<file path="src/rtl/ledmatrix_pkg.sv">
// Shared MAX7219 register map, scheduler state encoding and init word table.
package ledmatrix_pkg;

    localparam int N_DEV    = 4;
    localparam int ROWS     = 8;
    localparam int INIT_LEN = 5;

    localparam logic [7:0] REG_DIGIT0    = 8'h01;
    localparam logic [7:0] REG_DIGIT1    = 8'h02;
    localparam logic [7:0] REG_DIGIT2    = 8'h03;
    localparam logic [7:0] REG_DIGIT3    = 8'h04;
    localparam logic [7:0] REG_DIGIT4    = 8'h05;
    localparam logic [7:0] REG_DIGIT5    = 8'h06;
    localparam logic [7:0] REG_DIGIT6    = 8'h07;
    localparam logic [7:0] REG_DIGIT7    = 8'h08;
    localparam logic [7:0] REG_DECODE    = 8'h09;
    localparam logic [7:0] REG_INTENSITY = 8'h0A;
    localparam logic [7:0] REG_SCANLIM   = 8'h0B;
    localparam logic [7:0] REG_SHUTDN    = 8'h0C;
    localparam logic [7:0] REG_DISPTEST  = 8'h0F;

    typedef enum logic [1:0] {
        S_RESET_WAIT,
        S_INIT,
        S_IDLE,
        S_ROWS
    } state_t;

    function automatic logic [15:0] init_word(input logic [2:0] idx, input logic [3:0] inten);
        case (idx)
            3'd0:    return {REG_DECODE, 8'h00};
            3'd1:    return {REG_INTENSITY, 4'h0, inten};
            3'd2:    return {REG_SCANLIM, 8'h07};
            3'd3:    return {REG_SHUTDN, 8'h01};
            default: return {REG_DISPTEST, 8'h00};
        endcase
    endfunction

endpackage

</file>
<file path="src/rtl/ledmatrix_convert.sv">
// Font datapath: 4 char codes + row index (1..8) -> one {addr,data} word per device.
// Purely combinational; codes outside '0'..'9' render blank.
module ledmatrix_convert
    import ledmatrix_pkg::*;
(
    input  logic [31:0] chars,
    input  logic [3:0]  row,
    output logic [63:0] word
);

    function automatic logic [63:0] glyph(input logic [7:0] code);
        case (code)
            8'h30:   return 64'h3C666E7666663C00;
            8'h31:   return 64'h183818181818_7E00;
            8'h32:   return 64'h3C66060C30607E00;
            8'h33:   return 64'h3C66061C06663C00;
            8'h34:   return 64'h0C1C3C6C7E0C0C00;
            8'h35:   return 64'h7E607C0606663C00;
            8'h36:   return 64'h3C607C6666663C00;
            8'h37:   return 64'h7E060C1830303000;
            8'h38:   return 64'h3C66663C66663C00;
            8'h39:   return 64'h3C66663E060C3800;
            default: return 64'h0;
        endcase
    endfunction

    logic [63:0] shifted;

    // Glyph row 1 is the top byte; shift the wanted row up into [63:56].
    always_comb begin
        word    = '0;
        shifted = '0;
        for (int d = 0; d < N_DEV; d++) begin
            shifted = glyph(chars[31-8*d -: 8]) << {row - 4'd1, 3'b000};
            word[63-16*d -: 16] = {8'(REG_DIGIT0 + {4'h0, row} - 8'd1), shifted[63:56]};
        end
    end

endmodule

</file>
<file path="src/rtl/ledmatrix_sched.sv">
// Config sequencer + round-robin frame arbiter feeding the MAX7219 SPI shifter; words held until word_ready.
// First init word STARTUP_TICKS cycles after reset release; optional periodic re-init via LEDMATRIX_REINIT_EN.
module ledmatrix_sched
    import ledmatrix_pkg::*;
#(
    parameter int         STARTUP_TICKS = 10,
    parameter logic [3:0] INTENSITY     = 4'hF
`ifdef LEDMATRIX_REINIT_EN
    ,
    parameter int         REINIT_FRAMES = 64
`endif
) (
    input  logic        clk_100Hz,
    input  logic        rst_n,
    input  logic        req0_valid,
    input  logic [31:0] req0_chars,
    output logic        req0_ready,
    input  logic        req1_valid,
    input  logic [31:0] req1_chars,
    output logic        req1_ready,
    output logic        word_valid,
    output logic [63:0] word_data,
    input  logic        word_ready,
    output logic        init_done,
    output logic        busy,
    output logic [15:0] frame_cnt
);

    state_t      state;
    logic [15:0] tick_cnt;
    logic [2:0]  init_idx;
    logic [3:0]  row;
    logic [31:0] chars_q;
    logic [63:0] init_data;
    logic [63:0] row_word;
    logic        rr_ptr;
    logic        grant0;
    logic        grant1;
    logic        xfer;
    logic        reinit_due;

`ifdef LEDMATRIX_REINIT_EN
    logic [15:0] since_init;
    assign reinit_due = (since_init == 16'(REINIT_FRAMES - 1));
`else
    assign reinit_due = 1'b0;
`endif

    ledmatrix_convert u_convert (
        .chars (chars_q),
        .row   (row),
        .word  (row_word)
    );

    // rr_ptr names the requester that wins a tie.
    always_comb begin
        grant0 = 1'b0;
        grant1 = 1'b0;
        if (state == S_IDLE && init_done) begin
            if (req0_valid && (!req1_valid || !rr_ptr))
                grant0 = 1'b1;
            else if (req1_valid)
                grant1 = 1'b1;
        end
    end

    assign req0_ready = grant0;
    assign req1_ready = grant1;
    assign busy       = (state != S_IDLE);
    assign xfer       = word_valid && word_ready;
    assign word_data  = (state == S_ROWS) ? row_word : init_data;

    always_ff @(posedge clk_100Hz) begin
        if (!rst_n) begin
            state      <= S_RESET_WAIT;
            tick_cnt   <= '0;
            init_idx   <= '0;
            row        <= '0;
            chars_q    <= '0;
            init_data  <= '0;
            word_valid <= 1'b0;
            init_done  <= 1'b0;
            frame_cnt  <= '0;
            rr_ptr     <= 1'b0;
`ifdef LEDMATRIX_REINIT_EN
            since_init <= '0;
`endif
        end else begin
            case (state)
                S_RESET_WAIT: begin
                    if (tick_cnt == 16'(STARTUP_TICKS - 1)) begin
                        state      <= S_INIT;
                        init_idx   <= '0;
                        init_data  <= {N_DEV{init_word(3'd0, INTENSITY)}};
                        word_valid <= 1'b1;
                    end else begin
                        tick_cnt <= tick_cnt + 16'd1;
                    end
                end
                S_INIT: begin
                    if (xfer) begin
                        if (init_idx == 3'(INIT_LEN - 1)) begin
                            word_valid <= 1'b0;
                            init_done  <= 1'b1;
                            state      <= S_IDLE;
                        end else begin
                            init_idx  <= init_idx + 3'd1;
                            init_data <= {N_DEV{init_word(init_idx + 3'd1, INTENSITY)}};
                        end
                    end
                end
                S_IDLE: begin
                    if (grant0 || grant1) begin
                        chars_q    <= grant0 ? req0_chars : req1_chars;
                        rr_ptr     <= grant0;
                        row        <= 4'd1;
                        word_valid <= 1'b1;
                        state      <= S_ROWS;
                    end
                end
                S_ROWS: begin
                    if (xfer) begin
                        if (row == 4'(ROWS)) begin
                            frame_cnt <= frame_cnt + 16'd1;
                            // A due re-init goes straight to INIT so no grant slips in first.
                            if (reinit_due) begin
                                state     <= S_INIT;
                                init_idx  <= '0;
                                init_data <= {N_DEV{init_word(3'd0, INTENSITY)}};
                            end else begin
                                word_valid <= 1'b0;
                                state      <= S_IDLE;
                            end
`ifdef LEDMATRIX_REINIT_EN
                            since_init <= reinit_due ? 16'd0 : since_init + 16'd1;
`endif
                        end else begin
                            row <= row + 4'd1;
                        end
                    end
                end
                default: state <= S_RESET_WAIT;
            endcase
        end
    end

endmodule

</file>
<file path="config.mk">
export PLATFORM = sky130hd
export DESIGN_NAME = ledmatrix_sched
export DESIGN_NICKNAME = d
export VERILOG_FILES = /design/src/rtl/ledmatrix_pkg.sv /design/src/rtl/ledmatrix_convert.sv /design/src/rtl/ledmatrix_sched.sv
export SDC_FILE = /design/constraint.sdc
export NUM_CORES = 1
export LEC_CHECK = 0
export BUFFER_PORTS_ARGS = -buffer_cell sky130_fd_sc_hd__buf_2
export CORE_ASPECT_RATIO = 1.1
export CORE_MARGIN = 2
export CORE_UTILIZATION = 40
export DETAILED_ROUTE_END_ITERATION = 10
export PLACE_DENSITY = 0.67
export SLEW_MARGIN = 5
export SYNTH_ARGS = -nofsm -noshare
export SYNTH_HDL_FRONTEND = slang
export SYNTH_HIERARCHICAL = 1
export SYNTH_SLANG_ARGS = --single-unit
</file>
<file path="constraint.sdc">
create_clock -name clk_100Hz -period 4.07 [get_ports clk_100Hz]
set_input_delay 0.6105 -clock clk_100Hz [delete_from_list [all_inputs] [get_ports clk_100Hz]]
set_output_delay 0.6105 -clock clk_100Hz [all_outputs]
set_load 0.01 [all_outputs]
</file>
==> results of run 1 <==
## kinds of logic (layout without fill, tap and decap cells)
family	after synthesis	in the layout	synth area share (%)
mux	42	42	5.07
buf+inv	175	196	11.7
compound gates	357	357	28.9
fa+ha+maj	11	11	1.66
xor+xnor	33	33	3.85
flops	83	83	20.0
other cells	1	24	0.0452
simple gates	456	456	28.7
## power by group through the flow
stage               Combinational (mW)  Sequential (mW)  Clock [mW]
floorplan                       0.0507            0.836           0
global placement                0.0762            0.837           0
detailed placement              0.0772            0.837           0
CTS                             0.0773            0.819       0.869
global route                    0.0868            0.819       0.905
finish                          0.0763            0.819       0.849
## per-layer routing
layer  vias to the layer above  part of all wire [%]  wire length [um]
met5                         -                     0                 0
met2                       431                    45             11000
li1                       4265                     -                 -
met1                      4012                    45             11000
met3                        56                   7.2              1750
met4                         0                   2.6               641
## registers in the layout, indices dropped and copies added (netlist names), 2 cells and up
register,count
tick_cnt,16
row,4
init_idx,3
chars_q,32
init_data,7
frame_cnt,16
state,2
## worst max path at each step
stage	from	endpoint	slack (ns)	cells past startpoint
final	row[1]	word_data[50]	0.40	9
after global routing	row[1]	word_data[19]	0.15	10
after CTS	row[1]	word_data[50]	0.43	9
after detailed placement	row[1]	word_data[50]	0.83	9
after global placement	row[1]	word_data[50]	0.87	9
after floorplan	row[0]	word_data[34]	0.90	12
## layout make-up
cell class	count	area (um^2)	share of cell area (%)
Multi-Input combinational cell	923	5760	64.0
Sequential cell	83	1660	18.5
Timing Repair Buffer	158	866	9.61
Tap cell	256	320	3.56
Clock buffer	10	239	2.65
Inverter	22	82.6	0.917
Clock inverter	6	72.6	0.806
## synth_stat cells, types with 11 or more instances
cell | n | area, um^2
inv_1 | 17 | 63.8
and2_1 | 11 | 68.8
nand2b_1 | 24 | 150
mux2i_1 | 42 | 420
nor2b_1 | 16 | 100
nor3_1 | 17 | 85.1
a21oi_1 | 60 | 300
clkbuf_1 | 45 | 169
xor2_1 | 20 | 175
a211oi_1 | 51 | 383
nand3_1 | 23 | 115
a21o_1 | 15 | 113
nand2_1 | 131 | 492
buf_2 | 41 | 205
nor2_1 | 103 | 387
a31oi_1 | 26 | 163
buf_4 | 49 | 368
and3_1 | 38 | 238
o22ai_1 | 17 | 106
or3_1 | 13 | 81.3
ha_1 | 11 | 138
dfxtp_1 | 83 | 1660
o21ai_0 | 67 | 335
nand4_1 | 15 | 93.8
## worst max-delay path, stage by stage, from the launching register on
cell and delay [ns]:
dfxtp_1 0.53, inv_1 0.08, ha_1 0.43, inv_1 0.33, buf_4 0.30, nor3_1 0.09, or4_1 0.51, a21oi_1 0.17
a21o_1 0.14, buf_2 0.13
## per-stage QoR
step | cell area [um^2] | utilization [%] | setup WS [ns]
after CTS | 9010 | 44.1 | 0.434
after floorplan | 8380 | - | 0.896
after global routing | 9010 | 44.1 | 0.149
after detailed placement | 8690 | 42.5 | 0.827
after global placement | 8690 | 42.5 | 0.868
final | 9010 | 44.1 | 0.405
==> flow_summary.json, run 1 <==
{
  "status": "finished clean",
  "power_density_mw_per_mm2": 194,
  "diodes": 0,
  "arrival_ns": 3.05,
  "finalHoldViolations": 0,
  "hold_end": "init_data[43]",
  "hold_class": "reg2reg",
  "vias": 8764,
  "tightest_slew_ns": 1.03,
  "criticalPathCategory": "reg2out",
  "whs_ns": 0.471,
  "end_kind": "output pin",
  "grt_util_met1_pct": 29.6,
  "seq_power_share_pct": 47.0,
  "cp.required_ns": 3.46,
  "cap_violations": 0,
  "cts_max_level": 3,
  "busiest_layer": "met2",
  "overflow": 0,
  "dpl.cell_count": 1442,
  "die_w_um": 141,
  "start_util_pct": 40.6,
  "clockBufferDepth": 2,
  "area_growth_pct": 8.60,
  "grt_usage_pct": 21.4,
  "min_period_over_period_pct": 90.1,
  "total_power_mw": 1.74,
  "rows": 55,
  "grtUsageMet3_pct": 2.22,
  "die_y_um": 155,
  "comb_power_share_pct": 4.4,
  "portBuffers": 133,
  "numCtsBuffers": 9,
  "layout.cells.non_filler": 1458,
  "timing.rr.start": "state[1]",
  "routedWlPerCell_um": 16.7,
  "ios": 154,
  "layout_common_cells": "133 x buf_2, 131 x nand2_1, 102 x nor2_1, 82 x dfxtp_1, 67 x o21ai_0",
  "die-area_mm2": 0.0219,
  "clk_pin_slew_ns": 0.07,
  "cts_tree": "yes",
  "drive_gt1_share_pct": 17.1,
  "r2r-end": "chars_q[26]",
  "antenna_found_initial": 0,
  "ctsHoldBuffers": 0,
  "grt_pass1_wl_um": 39200,
  "max-slew-margin-rel_pct": 31.3,
  "synth_enable_flop_cells": 0,
  "cp_max_fo": 16,
  "async_flop_share_pct": 0,
  "crit_path_start_kind": "flop",
  "worstRegToRegCells": 5,
  "drc": 0,
  "grt_max_degree": 88,
  "netlist_area_mm2": 0.00829,
  "dr.pass1.iters": 6,
  "synth_ff_type": "dfxtp_1",
  "rsz0062_at_grt": "false",
  "min_period_ns": 3.67,
  "ys_seq_elements": 83,
  "clkSinkCount": 83,
  "grt_pass1_vias": 7831,
  "switchingPower_mw": 0.396,
  "coreArea_mm2": 0.0204,
  "tns_ns": 0,
  "drv_slew": 0,
  "use_met2_pct": 34.6,
  "leakagePower_nw": 3.89,
  "yosysWarnings": 6,
  "nFillCells": 2083,
  "whs_path_depth": 1,
  "synth_cell_types": 88,
  "fmax_ghz": 0.273,
  "first_iter_violations": 743,
  "clock_latency_ns": 0.35,
  "syn_avg_cell_area_um2": 7.16,
  "nets": 1277,
  "p_int_mw": 1.35,
  "cts_resized": 0,
  "final_antenna_net_count": 0,
  "peakVddDrop_v": 0.000171,
  "min-delay-start": "init_data[43]",
  "regToRegSetupSlack_ns": 1.46,
  "setup_viol": 0,
  "place.gp.congestion": 0.974,
  "layout_commonest_cell": "buf_2",
  "yosysSeqAreaShare_pct": 20.0,
  "cts-root-buf": "clkbuf_16",
  "netlist_instances": 1158,
  "dpl.hpwl_um": 16900,
  "wirelength_um": 24300,
  "cts_setup_buffers": 0,
  "p_sw_share_pct": 22.7,
  "pwr-share-clk_pct": 48.7,
  "finClkSkew_ns": 0.0140,
  "drt-vias-per-instance": 6.01
}
Power figures use the tool's default switching activity.
==> run 2, diff against run 1 <==
--- a/config.mk
+++ b/config.mk
@@ -5,6 +5,7 @@
 export SDC_FILE = /design/constraint.sdc
 export NUM_CORES = 1
 export LEC_CHECK = 0
+export ABC_AREA = 1
 export BUFFER_PORTS_ARGS = -buffer_cell sky130_fd_sc_hd__buf_2
 export CORE_ASPECT_RATIO = 1.1
 export CORE_MARGIN = 2
==> run 2 against run 1 <==
  * First-iteration DRC count is 34% lower
  * Total power is 5.8% higher
  * Sequential share of layout area increased by 0.15 points
  * Die area decreased by 2.3%
  * Clock power shrank 4.6%
  * Worst hold slack got worse by 0.0062 ns
  * Via count is 3.9% higher
  * Design area decreased by 0.81%
  * Wire length shrank 3.1%
  * Synthesized cell count rose by 27%
  * Critical path depth increased by 3
  * Critical endpoint is now word_data[4]
  * Largest power group is now sequential cells
==> flow_summary.json, run 2 <==
{
  "area_growth_pct": 10.3,
  "synth_cell_types": 42,
  "status": "finished clean",
  "power_density_mw_per_mm2": 207,
  "cts-root-buf": "clkbuf_16",
  "rsz0062_at_grt": "false",
  "die-area_mm2": 0.0214,
  "largest_register": "chars_q",
  "finalHoldViolations": 0,
  "nets": 1624,
  "coreArea_mm2": 0.0199,
  "numCtsBuffers": 9,
  "seq_power_share_pct": 45.8,
  "cts_tree": "yes",
  "p_int_mw": 1.33,
  "yosysSeqAreaShare_pct": 20.5,
  "end_kind": "output pin",
  "cts_resized": 0,
  "dpl.hpwl_um": 17700,
  "leakagePower_nw": 4.50,
  "max-slew-margin-rel_pct": 29.7,
  "synth_top_area_cell": "nand2_1",
  "cp.required_ns": 3.46,
  "grt_pass1_vias": 8481,
  "layout_commonest_cell": "nand2_1",
  "comb_power_share_pct": 10.3,
  "p_sw_share_pct": 27.9,
  "switchingPower_mw": 0.514,
  "multi_input_area_mm2": 0.00531,
  "async_flop_share_pct": 0,
  "layout_common_cells": "463 x nand2_1, 225 x nor2_1, 152 x inv_1, 133 x buf_2, 110 x nand3_1",
  "nFillCells": 2222,
  "ys_top_cells_by_area": "nand2_1 21%, dfxtp_1 21%, nor2_1 10%",
  "hold_class": "reg2reg",
  "fmax_ghz": 0.286,
  "criticalPathCategory": "reg2out",
  "cts_max_level": 3,
  "clockBufferDepth": 2,
  "ys_seq_elements": 83,
  "cts_setup_buffers": 0,
  "cp_max_fo": 18,
  "whs_ns": 0.465,
  "tns_ns": 0,
  "min_period_over_period_pct": 85.9,
  "routedWlPerCell_um": 13.1,
  "wirelength_um": 23600,
  "start_util_pct": 40.8,
  "ios": 154,
  "largestRegisters": "chars_q (32), frame_cnt (16), tick_cnt (16)",
  "clock_latency_ns": 0.34,
  "largest_reg_flops": 32,
  "yosysTopAreaCellShare_pct": 21.5,
  "peakVddDrop_v": 0.000183,
  "grt_pass1_wl_um": 40000,
  "drv_slew": 0,
  "crit_path_start_kind": "flop",
  "seqCellArea_mm2": 0.00166,
  "clk_pin_slew_ns": 0.07,
  "tightest_slew_ns": 1.05,
  "drt-vias-per-instance": 5.06,
  "ctsHoldBuffers": 0,
  "overflow": 0,
  "syn_avg_cell_area_um2": 5.52,
  "grt_usage_pct": 22.1,
  "diodes": 0,
  "netlist_instances": 1468,
  "first_iter_violations": 493,
  "yosysWarnings": 6,
  "pwr-share-clk_pct": 43.9,
  "final_antenna_net_count": 0,
  "die_w_um": 140,
  "die_y_um": 153,
  "portBuffers": 133,
  "drc": 0,
  "synth_enable_flop_cells": 0,
  "synth.most_common_cell": "nand2_1",
  "dr.pass1.iters": 5,
  "setup_viol": 0,
  "place.gp.congestion": 0.925,
  "vias": 9106,
  "arrival_ns": 2.89,
  "antenna_found_initial": 0,
  "rows": 54,
  "clkSinkCount": 83,
  "grt_max_degree": 65,
  "cap_violations": 0,
  "drive_gt1_share_pct": 14.3,
  "min_period_ns": 3.50,
  "finClkSkew_ns": 0.0113,
  "synthTopCellsByCount": "463 x nand2_1, 225 x nor2_1, 152 x inv_1",
  "synth_ff_type": "dfxtp_1",
  "netlist_area_mm2": 0.00810
}
## run 2: final timing paths
check | to | slack, ns | cells past startpoint | startpoint
max | word_data[4] | 0.57 | 12 | row[1]
min | init_data[43] | 0.46 | 2 | init_data[43]
max reg2reg | row[3] | 1.76 | 9 | state[0]
min reg2reg | init_data[43] | 0.46 | 2 | init_data[43]
## run 2: power by group through the flow
stage	logic, mW	clock network (mW)	registers, mW
6_report	0.191	0.810	0.844
5_1_grt	0.220	0.868	0.847
4_1_cts	0.192	0.837	0.844
3_5_place_dp	0.192	0	0.863
3_3_place_gp	0.189	0	0.863
2_1_floorplan	0.140	0	0.859
## run 2: area by class of cell
class / count / share of cell area [%]
Clock buffer: 9 / 2.52
Clock inverter: 7 / 0.742
Inverter: 166 / 6.99
Multi-Input combinational cell: 1143 / 59.5
Sequential cell: 83 / 18.6
Tap cell: 252 / 3.53
Timing Repair Buffer: 141 / 8.12
## run 2: layer usage
metal  track usage (%)  wire (um)  vias up  share of wire [%]
met1              27.1      10500     3998                 44
met4              8.90        752        0                3.2
met5                 0          0        -                  0
li1                  -          -     4765                  -
met3              3.70       1270       60                5.4
met2              38.6      11100      283                 47
## run 2: critical path: stages, from the launching register on
cell,delay (ns)
dfxtp_1,0.48
inv_1,0.08
ha_1,0.30
clkinv_1,0.44
buf_4,0.38
nor2_4,0.13
nand2_1,0.07
nand3_1,0.06
nand2_1,0.06
nor2_1,0.24
inv_1,0.07
nor2_1,0.09
buf_2,0.15
## run 2: metrics by stage
step | instance area [um^2] | worst slack (ns) | util, % | instances | power [mW]
4_1_cts | 8930 | 0.518 | 45.0 | 1801 | 1.87
6_report | 8930 | 0.574 | 45.0 | 1801 | 1.84
3_5_place_dp | 8640 | 0.911 | 43.5 | 1785 | 1.06
3_3_place_gp | 8640 | 0.937 | 43.5 | 1785 | 1.05
2_1_floorplan | 8180 | 1.10 | - | 1491 | 0.998
5_1_grt | 8930 | 0.274 | 45.0 | 1801 | 1.94
## run 2: kinds of logic after synthesis
kind of cell	share of synthesized area, %
other	0.0463
AND/OR/NAND/NOR	48.5
XOR/XNOR	1.62
buffers and inverters	15.0
adder cells (fa/ha/maj)	1.70
flip-flops	20.5
AO/OA/AOI/OAI	12.6
